`src/rtl/pool_pkg.sv`:
```
// Shared pixel type and default geometry for the 2x2 pooling window front end.
package pool_pkg;

    localparam int POOL_DATA_W = 16;
    localparam int POOL_IMG_W  = 28;
    localparam int POOL_IMG_H  = 28;

    // fp16 bit pattern; the window extractor never interprets it.
    typedef logic [POOL_DATA_W-1:0] fp16_t;

    function automatic bit pool_dim_ok(input int dim);
        return (dim >= 2) && ((dim % 2) == 0);
    endfunction

endpackage

```
`src/rtl/pool_line_buf.sv`:
```
// One-row line buffer: single write port, two combinational read ports so the
// left and right pixels of an upper window row can be fetched together.
module pool_line_buf
    import pool_pkg::*;
#(
    parameter int IMG_W  = POOL_IMG_W,
    parameter int DATA_W = POOL_DATA_W,
    parameter int ADDR_W = $clog2(IMG_W)
) (
    input  logic              clk,
    input  logic              wr_en_i,
    input  logic [ADDR_W-1:0] wr_addr_i,
    input  logic [DATA_W-1:0] wr_data_i,
    input  logic [ADDR_W-1:0] rd_addr_a_i,
    output logic [DATA_W-1:0] rd_data_a_o,
    input  logic [ADDR_W-1:0] rd_addr_b_i,
    output logic [DATA_W-1:0] rd_data_b_o
);

    // Contents are deliberately not reset so the array maps onto distributed RAM.
    logic [DATA_W-1:0] mem_q [IMG_W];

    always_ff @(posedge clk) begin
        if (wr_en_i) begin
            mem_q[wr_addr_i] <= wr_data_i;
        end
    end

    assign rd_data_a_o = mem_q[rd_addr_a_i];
    assign rd_data_b_o = mem_q[rd_addr_b_i];

endmodule

```
`src/rtl/pool_window_2x2.sv`:
```
// 2x2 stride-2 window extractor: even rows go to a line buffer, odd rows pair
// with it to emit one (a b / c d) window per bottom-right pixel.
module pool_window_2x2
    import pool_pkg::*;
#(
    parameter int IMG_W  = POOL_IMG_W,
    parameter int IMG_H  = POOL_IMG_H,
    parameter int DATA_W = POOL_DATA_W
) (
    input  logic              clk,
    input  logic              rst_n,
    input  logic              in_valid,
    output logic              in_ready,
    input  logic [DATA_W-1:0] in_data,
    output logic              out_valid,
    input  logic              out_ready,
    output logic [DATA_W-1:0] out_a,
    output logic [DATA_W-1:0] out_b,
    output logic [DATA_W-1:0] out_c,
    output logic [DATA_W-1:0] out_d,
    output logic              out_last
);

    localparam int COL_W = $clog2(IMG_W);
    localparam int ROW_W = $clog2(IMG_H);
    localparam logic [COL_W-1:0] COL_MAX = COL_W'(IMG_W - 1);
    localparam logic [ROW_W-1:0] ROW_MAX = ROW_W'(IMG_H - 1);

    if (!pool_dim_ok(IMG_W) || !pool_dim_ok(IMG_H)) begin : g_bad_dims
        $error("pool_window_2x2: IMG_W and IMG_H must be even and >= 2");
    end

    // Valid/ready on both sides: a beat moves on a rising edge where valid and
    // ready are both high; valid never depends on ready, and a presented window
    // (data and last) stays frozen while out_valid is high and out_ready is low.
    logic pix_xfer;
    logic win_xfer;
    logic win_load;
    logic bl_load;
    logic buf_wr;
    logic frame_end;

    logic [COL_W-1:0] col_q, col_d;
    logic [ROW_W-1:0] row_q, row_d;
    logic [COL_W-1:0] col_left;

    logic [DATA_W-1:0] rd_left;
    logic [DATA_W-1:0] rd_right;
    logic [DATA_W-1:0] bl_q;

    logic              valid_q, valid_d;
    logic              last_q, last_d;
    logic [DATA_W-1:0] a_q, a_d;
    logic [DATA_W-1:0] b_q, b_d;
    logic [DATA_W-1:0] c_q, c_d;
    logic [DATA_W-1:0] d_q, d_d;

    assign in_ready  = !valid_q || out_ready;
    assign pix_xfer  = in_valid && in_ready;
    assign win_xfer  = valid_q && out_ready;
    assign frame_end = (col_q == COL_MAX) && (row_q == ROW_MAX);

    // Row parity selects the role of the pixel, column parity its side of the pair.
    assign buf_wr   = pix_xfer && !row_q[0];
    assign bl_load  = pix_xfer && row_q[0] && !col_q[0];
    assign win_load = pix_xfer && row_q[0] && col_q[0];
    assign col_left = col_q - COL_W'(1);

    pool_line_buf #(
        .IMG_W  (IMG_W),
        .DATA_W (DATA_W),
        .ADDR_W (COL_W)
    ) u_line_buf (
        .clk         (clk),
        .wr_en_i     (buf_wr),
        .wr_addr_i   (col_q),
        .wr_data_i   (in_data),
        .rd_addr_a_i (col_left),
        .rd_data_a_o (rd_left),
        .rd_addr_b_i (col_q),
        .rd_data_b_o (rd_right)
    );

    always_comb begin
        col_d = col_q;
        row_d = row_q;
        if (pix_xfer) begin
            if (col_q == COL_MAX) begin
                col_d = '0;
                row_d = (row_q == ROW_MAX) ? '0 : row_q + ROW_W'(1);
            end else begin
                col_d = col_q + COL_W'(1);
            end
        end
    end

    always_ff @(posedge clk) begin
        if (!rst_n) begin
            col_q <= '0;
            row_q <= '0;
        end else begin
            col_q <= col_d;
            row_q <= row_d;
        end
    end

    always_ff @(posedge clk) begin
        if (bl_load) begin
            bl_q <= in_data;
        end
    end

    // A load wins over a drain on the same edge, so back-to-back windows keep valid high.
    always_comb begin
        valid_d = valid_q;
        last_d  = last_q;
        a_d     = a_q;
        b_d     = b_q;
        c_d     = c_q;
        d_d     = d_q;
        if (win_load) begin
            valid_d = 1'b1;
            last_d  = frame_end;
            a_d     = rd_left;
            b_d     = rd_right;
            c_d     = bl_q;
            d_d     = in_data;
        end else if (win_xfer) begin
            valid_d = 1'b0;
            last_d  = 1'b0;
        end
    end

    always_ff @(posedge clk) begin
        if (!rst_n) begin
            valid_q <= 1'b0;
            last_q  <= 1'b0;
            a_q     <= '0;
            b_q     <= '0;
            c_q     <= '0;
            d_q     <= '0;
        end else begin
            valid_q <= valid_d;
            last_q  <= last_d;
            a_q     <= a_d;
            b_q     <= b_d;
            c_q     <= c_d;
            d_q     <= d_d;
        end
    end

    assign out_valid = valid_q;
    assign out_last  = last_q;
    assign out_a     = a_q;
    assign out_b     = b_q;
    assign out_c     = c_q;
    assign out_d     = d_q;

endmodule
```
`config.mk`:
```
export PLATFORM = sky130hd
export DESIGN_NAME = pool_window_2x2
export DESIGN_NICKNAME = d
export VERILOG_FILES = /design/src/rtl/pool_pkg.sv /design/src/rtl/pool_line_buf.sv /design/src/rtl/pool_window_2x2.sv
export SDC_FILE = /design/constraint.sdc
export NUM_CORES = 1
export LEC_CHECK = 0
export BUFFER_PORTS_ARGS = -buffer_cell sky130_fd_sc_hd__buf_2
export CAP_MARGIN = 10
export CORE_UTILIZATION = 62
export DETAILED_ROUTE_END_ITERATION = 6
export HOLD_SLACK_MARGIN = 0.1
export PLACE_DENSITY = 0.8
export SLEW_MARGIN = 20
export SYNTH_ARGS = -nofsm -noshare
export SYNTH_HDL_FRONTEND = slang
export SYNTH_SLANG_ARGS = --single-unit
```
`constraint.sdc`:
```
create_clock -name clk -period 3.5 [get_ports clk]
set_clock_uncertainty 0.15 [all_clocks]
set_input_delay 0.7 -clock clk [delete_from_list [all_inputs] [get_ports clk]]
set_output_delay 0.7 -clock clk [all_outputs]
set_load 0.02 [all_outputs]
```
==> results of run 1 <==
## cell type report
class / instances / area [sq um] / share of cell area (%)
Clock buffer: 84 / 1570 / 5.80
Clock inverter: 13 / 196 / 0.724
Inverter: 6 / 22.5 / 0.0830
Antenna cell: 2 / 5.00 / 0.0184
Tap cell: 511 / 639 / 2.36
Multi-Input combinational cell: 738 / 8250 / 30.4
Timing Repair Buffer: 145 / 973 / 3.59
Sequential cell: 540 / 15500 / 57.0
## worst paths after layout
path / from / to
hold / removal: out_ready / out_last
setup reg to reg: col_q[0] / out_a[0]
setup / recovery: col_q[0] / out_a[0]
hold reg to reg: out_c[4] / out_c[4]
## logic make-up (layout without fill, tap and decap cells)
| kind of cell | Yosys count | count (layout) | synth area share (%) |
|---|---|---|---|
| simple gates | 210 | 210 | 3.98 |
| mux | 312 | 312 | 23.1 |
| flops | 540 | 540 | 64.0 |
| compound gates | 207 | 207 | 6.20 |
| fa+ha+maj | 5 | 5 | 0.259 |
| xor+xnor | 4 | 4 | 0.145 |
| other cells | 0 | 2 | 0 |
| buf+inv | 109 | 248 | 2.39 |
## cell usage after synthesis (3+ instances only)
master,number
a21boi_0,36
nand3_1,9
edfxtp_1,464
mux4_2,193
nand2_1,105
buf_2,35
a22oi_1,16
ha_1,5
a32o_1,3
o221a_1,7
mux2i_1,90
and2_1,6
dfxtp_1,76
buf_6,7
a21o_1,16
a31oi_1,22
nor3_1,6
nor2_1,44
o21ai_0,24
nor3_2,4
inv_1,5
nor2b_1,13
a21oi_1,24
o211ai_1,19
buf_4,18
or3_1,4
nand2b_1,4
clkbuf_1,40
mux2_2,29
o22a_1,16
o2111ai_1,9
a22o_1,4
xor2_1,3
## through the flow
| step | setup slack [ns] | util, % |
|---|---|---|
| floorplan | 0.312 | - |
| global placement | 0.606 | 66.7 |
| detailed placement | 0.571 | 66.7 |
| CTS | 0.543 | 71.3 |
| global route | 0.403 | 71.3 |
| finish | 0.519 | 71.4 |
## flip-flops by register name (all words and copies together) (netlist names)
register	flops
u_line_buf.mem_q	448
bl_q	16
out_last	1
out_valid	1
out_d	16
out_a	16
out_b	16
row_q	5
col_q	5
out_c	16
## power by group through the flow
stage	combinational [mW]	sequential (mW)	clock [mW]
2_1_floorplan	1.16	7.17	0
3_3_place_gp	1.62	7.19	0
3_5_place_dp	1.64	7.19	0
4_1_cts	1.65	7.05	5.84
5_1_grt	1.73	7.05	6.07
6_report	1.66	7.05	5.79
## worst register-to-register path: cells and delay by family (launching register included)
family / cells / cell delay (ns)
buffers and inverters: 2 / 0.59
AOI/OAI and AO/OA: 2 / 0.42
muxes: 2 / 0.75
DFF: 1 / 0.61
adders and majority gates: 1 / 0.35
## routing by layer
layer	part of all wire (%)	track usage [%]	routed length, um
met1	37	42.2	22400
met2	50	53.0	30400
met3	8.9	5.16	5410
met4	4.7	14.5	2870
met5	0	0	0
==> flow_summary.html, run 1 <==
<table>
<tr><th>Metric</th><th>Value</th></tr>
<tr><th colspan="2">Floorplanning</th></tr>
<tr><td>Io pins</td><td>87</td></tr>
<tr><td>Core region area</td><td>roughly 38000 sq um</td></tr>
<tr><td>Height of the die</td><td>199 um</td></tr>
<tr><td>Starting Density</td><td>63.6%</td></tr>
<tr><td>Die X-Extent</td><td>199 um</td></tr>
<tr><td>Die ar.</td><td>between 30000 and 40000 sq um</td></tr>
<tr><td>Standard-cell row count</td><td>71</td></tr>
<tr><th colspan="2">GRT</th></tr>
<tr><td>Initial antenna violation count</td><td>2</td></tr>
<tr><td>Pin count of the biggest net entering global routing</td><td>between 80 and 90</td></tr>
<tr><td>Sum of overflow across all layers after global routing</td><td>0</td></tr>
<tr><td>Overall routing resource usage</td><td>roughly 32%</td></tr>
<tr><td>Via count of the first global-routing pass</td><td>14200</td></tr>
<tr><td>Wire length of the first global-routing pass</td><td>90300 um</td></tr>
<tr><th colspan="2">Power</th></tr>
<tr><td>Switching power of the nets</td><td>3.28 mW</td></tr>
<tr><td>Maximum vdd drop</td><td>0.529 mV</td></tr>
<tr><td>Leakage</td><td>8.79 nW</td></tr>
<tr><td>Power density over the cells</td><td>534 nW/um^2</td></tr>
<tr><td>Combinational share of power</td><td>between 10% and 20%</td></tr>
<tr><td>Sequential group share of total power</td><td>48.7%</td></tr>
<tr><td>Cell-internal power</td><td>roughly 11 mW</td></tr>
<tr><td>Final total power</td><td>~14 mW</td></tr>
<tr><td>Share of total power in the clock network</td><td>about two fifths</td></tr>
<tr><td>Switching part of the total power</td><td>22.6%</td></tr>
<tr><th colspan="2">Finish</th></tr>
<tr><td>Final standard cell count with taps included and fillers excluded</td><td>between 2000 and 2500</td></tr>
<tr><td>Share of cells above drive strength 1</td><td>32.0%</td></tr>
<tr><td>Most used cells in the layout excluding fill and tap cells</td><td>464 x edfxtp_1, 193 x mux4_2, 105 x nand2_1, 90 x mux2i_1, 86 x buf_2</td></tr>
<tr><td>Final instance area</td><td>27100 sq um</td></tr>
<tr><td>Number of nets in the finished design</td><td>around 1500</td></tr>
<tr><td>Area growth from synthesis to layout</td><td>12.3%</td></tr>
<tr><td>Leading cell type in the layout, fill and taps excluded</td><td>edfxtp_1</td></tr>
<tr><td>Number of fill cells</td><td>2358</td></tr>
<tr><th colspan="2">Yosys</th></tr>
<tr><td>Sequential cell area fraction in the yosys report</td><td>between 60% and 70%</td></tr>
<tr><td>Number of flops mapped to enable cells by yosys</td><td>464</td></tr>
<tr><td>Share of async-settable or async-resettable flops after synthesis</td><td>0%</td></tr>
<tr><td>Cell type with the largest total area after synthesis</td><td>edfxtp_1</td></tr>
<tr><td>Post-synthesis register bit count</td><td>540</td></tr>
<tr><td>Synthesized area divided by synthesized cell count</td><td>17.4 sq um</td></tr>
<tr><td>Yosys warning count</td><td>0</td></tr>
<tr><td>Largest cells by area after synthesis</td><td>edfxtp_1 58%, mux4_2 18%, dfxtp_1 6.3%</td></tr>
<tr><td>Library cells used by synthesis</td><td>55</td></tr>
<tr><td>Main synth FF type</td><td>edfxtp_1</td></tr>
<tr><td>Post-synthesis instance area</td><td>~24000 sq um</td></tr>
<tr><td>Fraction of post-synthesis cell area in the top cell type by area</td><td>between 50 and 60%</td></tr>
<tr><td>Number of standard cells after synthesis</td><td>~1400</td></tr>
<tr><td>Syn_nets</td><td>1412</td></tr>
<tr><th colspan="2">Clocking</th></tr>
<tr><td>Clock tree from TritonCTS</td><td>yes</td></tr>
<tr><td>Register clock-pin slew on the reported worst setup and hold paths</td><td>0.06 ns</td></tr>
<tr><td>Number of gates resized after CTS</td><td>0</td></tr>
<tr><td>Setup bufs post-CTS</td><td>0</td></tr>
<tr><td>TritonCTS Buffers</td><td>52</td></tr>
<tr><td>Clock insertion delay at the later pin of the skew report</td><td>approximately 0.6 ns</td></tr>
<tr><td>Post-CTS Hold Fix Bufs</td><td>0</td></tr>
<tr><td>Bufs on Longest Clock Path</td><td>3</td></tr>
<tr><td>Buffer type at the clock tree root</td><td>clkbuf_16</td></tr>
<tr><td>Number of H-tree levels</td><td>2</td></tr>
<tr><td>Number of clock sinks seen by CTS</td><td>540</td></tr>
<tr><th colspan="2">STA</th></tr>
<tr><td>Setup repair after global routing missed its margin</td><td>false</td></tr>
<tr><td>Count of final max-slew check failures</td><td>0</td></tr>
<tr><td>Shortest period the worst path allows</td><td>2.98 ns</td></tr>
<tr><td>Total setup violations reported at the end of the flow</td><td>0</td></tr>
<tr><td>Final Hold Fails</td><td>0</td></tr>
<tr><td>Transition at the pin with the smallest max-transition slack</td><td>slightly below 0.9 ns</td></tr>
<tr><td>Total Neg Setup Slack</td><td>0 ns</td></tr>
<tr><td>Fmax</td><td>0.335 GHz</td></tr>
<tr><td>Rel. slew slack</td><td>41.0%</td></tr>
<tr><td>Final worst-path cycle share</td><td>a little under nine tenths</td></tr>
<tr><td>Fin Hold WS</td><td>0.286 ns</td></tr>
<tr><th colspan="2">Worst setup path</th></tr>
<tr><td>Max FO, Critical Path</td><td>69</td></tr>
<tr><td>Crit. End Element</td><td>flop</td></tr>
<tr><td>Worst path buffer plus inverter count</td><td>2</td></tr>
<tr><td>Logic depth of the worst register-to-register path</td><td>7</td></tr>
<tr><td>Worst EP arrival</td><td>between 3 and 4 ns</td></tr>
<tr><td>Category of the most critical setup path</td><td>flop to flop</td></tr>
<tr><td>Startpoint Class</td><td>flop</td></tr>
<tr><td>Crit-path leading delay family</td><td>multiplexers</td></tr>
<tr><td>Cell breakdown of the critical path</td><td>clkinv_1 &gt; ha_4 &gt; buf_12 &gt; mux4_2 &gt; mux2_2 &gt; o211ai_1 &gt; a31oi_1</td></tr>
<tr><td>Largest incremental delay on the critical path</td><td>roughly 0.61 ns</td></tr>
<tr><td>Number of stages on the worst setup path</td><td>7</td></tr>
<tr><td>Crit path max-delay cell type</td><td>dfxtp_4</td></tr>
<tr><td>Worst path required time</td><td>3.81 ns</td></tr>
<tr><td>Setup slack of the most critical reg-to-reg path</td><td>0.52 ns</td></tr>
<tr><th colspan="2">Place</th></tr>
<tr><td>Number of port buffers</td><td>86</td></tr>
<tr><td>Detailed Place HPWL</td><td>38300 um</td></tr>
<tr><td>RD Place Congestion</td><td>0.889</td></tr>
<tr><td>Placed instance count</td><td>just under 2000</td></tr>
<tr><td>Cell Area, Placed</td><td>25300 sq um</td></tr>
<tr><th colspan="2">Detailed routing</th></tr>
<tr><td>DR iter-0 viols</td><td>roughly 1600</td></tr>
<tr><td>Pre-antenna DRT Iters</td><td>5</td></tr>
<tr><td>Via count normalized by instance count</td><td>7.04</td></tr>
<tr><td>Post-detailed-routing wire length</td><td>61100 um</td></tr>
<tr><td>DR DRC count</td><td>0</td></tr>
<tr><td>Final ANT Viol Nets</td><td>0</td></tr>
<tr><td>Post-DR wirelength/cell</td><td>30.0 um</td></tr>
<tr><td>Via count</td><td>14400</td></tr>
<tr><th colspan="2">Outcome</th></tr>
<tr><td>Status</td><td>complete, no violations</td></tr>
<tr><th colspan="2">Worst hold path</th></tr>
<tr><td>Worst hold path depth</td><td>4</td></tr>
<tr><td>Class of the most critical hold timing path</td><td>input port to flop</td></tr>
<tr><th colspan="2">Flow run</th></tr>
<tr><td>Max Cap Violations</td><td>0</td></tr>
</table>
(Power assumes the default switching activity.)
==> run 2: changes to the inputs <==
==> constraint.sdc (replaced) <==
create_clock -name clk -period 3.5 [get_ports clk]
set_clock_uncertainty 0.15 [all_clocks]
set_input_delay 0.175 -clock clk [delete_from_list [all_inputs] [get_ports clk]]
set_output_delay 0.175 -clock clk [all_outputs]
set_load 0.02 [all_outputs]
==> flow_summary.html, run 2 (same netlist as run 1, synthesis figures left out) <==
<table>
<tr><th>Metric</th><th>Value</th></tr>
<tr><th colspan="2">Power</th></tr>
<tr><td>Power density over the cells</td><td>527 nW/um^2 (-1.4%)</td></tr>
<tr><td>Maximum vdd drop</td><td>0.491 mV (-7.2%)</td></tr>
<tr><td>Final total power</td><td>14.4 mW (-0.44%)</td></tr>
<tr><td>Leakage</td><td>8.92 nW (+1.5%)</td></tr>
<tr><th colspan="2">Worst setup path</th></tr>
<tr><td>Worst EP arrival</td><td>3.45 ns (+0.16 ns)</td></tr>
<tr><td>Crit. End Element</td><td>flop</td></tr>
<tr><td>Max FO, Critical Path</td><td>34 (-51%)</td></tr>
<tr><td>Category of the most critical setup path</td><td>flop to flop</td></tr>
<tr><td>Worst reg2reg startpoint</td><td>col_q[0]</td></tr>
<tr><td>Startpoint Class</td><td>flop</td></tr>
<tr><td>Setup slack of the most critical reg-to-reg path</td><td>0.43 ns (-0.09 ns)</td></tr>
<tr><td>Worst path required time</td><td>3.88 ns (+0.07 ns)</td></tr>
<tr><td>Logic depth of the worst register-to-register path</td><td>6 (-1)</td></tr>
<tr><td>RR Endpoint</td><td>out_last</td></tr>
<tr><th colspan="2">Finish</th></tr>
<tr><td>Final standard cell count with taps included and fillers excluded</td><td>2071 (+1.6%)</td></tr>
<tr><td>Share of the core filled with cells</td><td>72.1% (+0.70 points)</td></tr>
<tr><td>Antenna diode count</td><td>0 (-2)</td></tr>
<tr><td>Share of cells above drive strength 1</td><td>32.0% (-0.057 points)</td></tr>
<tr><td>Max reg flops</td><td>448 (unchanged)</td></tr>
<tr><td>Number of nets in the finished design</td><td>1542 (+2.3%)</td></tr>
<tr><td>Area growth from synthesis to layout</td><td>13.4%</td></tr>
<tr><td>Leading cell type in the layout, fill and taps excluded</td><td>edfxtp_1</td></tr>
<tr><td>Register ranked first by flip-flop count</td><td>u_line_buf.mem_q</td></tr>
<tr><td>Most used cells in the layout excluding fill and tap cells</td><td>464 x edfxtp_1, 193 x mux4_2, 105 x nand2_1, 90 x mux2i_1, 86 x buf_2</td></tr>
<tr><th colspan="2">Place</th></tr>
<tr><td>RD Place Congestion</td><td>0.857 (-3.6%)</td></tr>
<tr><td>Placed instance count</td><td>1953 (+0.67%)</td></tr>
<tr><td>Worst slack at placement</td><td>0.621 ns (+0.0505 ns)</td></tr>
<tr><td>Number of port buffers</td><td>86 (unchanged)</td></tr>
<tr><td>Detailed Place HPWL</td><td>38700 um (+0.96%)</td></tr>
<tr><th colspan="2">Floorplanning</th></tr>
<tr><td>Height of the die</td><td>199 um (unchanged)</td></tr>
<tr><td>Standard-cell row count</td><td>71 (unchanged)</td></tr>
<tr><td>Core region area</td><td>38000 sq um (unchanged)</td></tr>
<tr><td>Die ar.</td><td>39800 sq um (unchanged)</td></tr>
<tr><td>Io pins</td><td>87 (unchanged)</td></tr>
<tr><td>Starting Density</td><td>63.6% (unchanged)</td></tr>
<tr><td>Die X-Extent</td><td>199 um (unchanged)</td></tr>
<tr><th colspan="2">Detailed routing</th></tr>
<tr><td>Final ANT Viol Nets</td><td>0 (unchanged)</td></tr>
<tr><td>Post-DR wirelength/cell</td><td>30.2 um (+0.82%)</td></tr>
<tr><td>Via count normalized by instance count</td><td>7.05 (+0.16%)</td></tr>
<tr><td>Via count</td><td>14600 (+1.7%)</td></tr>
<tr><td>Pre-antenna DRT Iters</td><td>5 (unchanged)</td></tr>
<tr><td>DR iter-0 viols</td><td>1835 (+15%)</td></tr>
<tr><td>DR DRC count</td><td>0 (unchanged)</td></tr>
<tr><td>Post-detailed-routing wire length</td><td>62500 um (+2.4%)</td></tr>
<tr><th colspan="2">GRT</th></tr>
<tr><td>Overall routing resource usage</td><td>32.7% (+0.65 points)</td></tr>
<tr><td>Wire length of the first global-routing pass</td><td>92000 um (+1.9%)</td></tr>
<tr><td>Pin count of the biggest net entering global routing</td><td>94 (+9.3%)</td></tr>
<tr><td>Via count of the first global-routing pass</td><td>14500 (+2.1%)</td></tr>
<tr><td>Sum of overflow across all layers after global routing</td><td>0 (unchanged)</td></tr>
<tr><td>Initial antenna violation count</td><td>2 (unchanged)</td></tr>
<tr><th colspan="2">Worst hold path</th></tr>
<tr><td>Worst hold path depth</td><td>2 (-2)</td></tr>
<tr><td>Hold Crit Start</td><td>out_c[4]</td></tr>
<tr><td>Hold Path End</td><td>out_c[4]</td></tr>
<tr><td>Class of the most critical hold timing path</td><td>flop to flop</td></tr>
<tr><th colspan="2">Clocking</th></tr>
<tr><td>TritonCTS Buffers</td><td>53 (+1.9%)</td></tr>
<tr><td>Buffer type at the clock tree root</td><td>clkbuf_16</td></tr>
<tr><td>Bufs on Longest Clock Path</td><td>3 (unchanged)</td></tr>
<tr><td>Number of gates resized after CTS</td><td>0 (unchanged)</td></tr>
<tr><td>Clock tree from TritonCTS</td><td>yes</td></tr>
<tr><td>Number of clock sinks seen by CTS</td><td>540 (unchanged)</td></tr>
<tr><td>Clock insertion delay at the later pin of the skew report</td><td>0.60 ns (about the same)</td></tr>
<tr><td>Number of H-tree levels</td><td>2 (unchanged)</td></tr>
<tr><td>Register clock-pin slew on the reported worst setup and hold paths</td><td>0.06 ns (about the same)</td></tr>
<tr><th colspan="2">STA</th></tr>
<tr><td>Fmax</td><td>0.326 GHz (-2.9%)</td></tr>
<tr><td>Setup repair after global routing missed its margin</td><td>false</td></tr>
<tr><td>Total Neg Setup Slack</td><td>0 ns (unchanged)</td></tr>
<tr><td>Total setup violations reported at the end of the flow</td><td>0 (unchanged)</td></tr>
<tr><td>Final worst-path cycle share</td><td>87.7% (+2.6 points)</td></tr>
<tr><td>Final worst slack</td><td>0.429 ns (-0.0897 ns)</td></tr>
<tr><td>Transition at the pin with the smallest max-transition slack</td><td>1.01 ns (+0.127 ns)</td></tr>
<tr><td>Shortest period the worst path allows</td><td>3.07 ns (+0.0897 ns)</td></tr>
<tr><td>Count of final max-slew check failures</td><td>0 (unchanged)</td></tr>
<tr><td>Rel. slew slack</td><td>32.5% (-8.5 points)</td></tr>
<tr><td>Final Hold Fails</td><td>0 (unchanged)</td></tr>
<tr><th colspan="2">Outcome</th></tr>
<tr><td>Status</td><td>complete, no violations</td></tr>
<tr><th colspan="2">Flow run</th></tr>
<tr><td>Max Cap Violations</td><td>0 (unchanged)</td></tr>
</table>
-- run 2: worst max path at each step --
stage	startpoint	endpoint	slack, ns
finish	col_q[0]	out_last	0.43
CTS	col_q[0]	out_last	0.47
detailed placement	col_q[2]	out_a[2]	0.62
global placement	col_q[2]	out_a[2]	0.67
global route	col_q[0]	out_last	0.36
floorplan	col_q[1]	u_line_buf.mem_q[4][0]	0.31
-- run 2: routing by layer --
layer	track usage [%]	vias to the layer above	share of wire [%]
li1	-	5955	-
met1	44.3	7422	37
met2	51.6	1035	48
met3	6.92	187	11
met4	14.7	0	4.6
met5	0	-	0
-- run 2: per-stage QoR --
step / area, sq um / hold slack (ns)
after floorplan: 24200 / 0.124
after global placement: 25500 / 0.296
after detailed placement: 25500 / 0.303
after CTS: 27400 / 0.313
after global routing: 27400 / 0.327
final: 27400 / 0.308
-- run 2: area by class of cell --
type                    count  area, sq um
multi-input cells         738         8250
flip-flops and latches    540        15500
inverters                   6         22.5
repair buffers            178         1280
clock buffers              71         1450
fillers                  2385        10600
well taps                 511          639
clock inverters            27          284
-- run 2: timing repair --
action | CTS | global route
endpoints found under the setup margin | 0 | 0
hold buffers | 20 | 0
buffers inserted | 0 | 0
hold endpoints to repair | 510 | 0
-- run 2: power breakdown --
| part | leakage, nW | total, mW | switching, mW | internal [mW] |
|---|---|---|---|---|
| clock | 0.854 | 5.70 | 2.36 | 3.35 |
| combinational | 3.28 | 1.69 | 0.912 | 0.774 |
| sequential | 4.80 | 7.04 | 0.0239 | 7.02 |
-- run 2: worst max-delay path, cell delays in order, from the launching register on --
cell and delay (ns):
dfxtp_4 0.44, nand2_1 0.16, or3_2 0.73, buf_4 0.35, or4_1 0.49, a21boi_1 0.15, dlygate4sd3_1 0.55
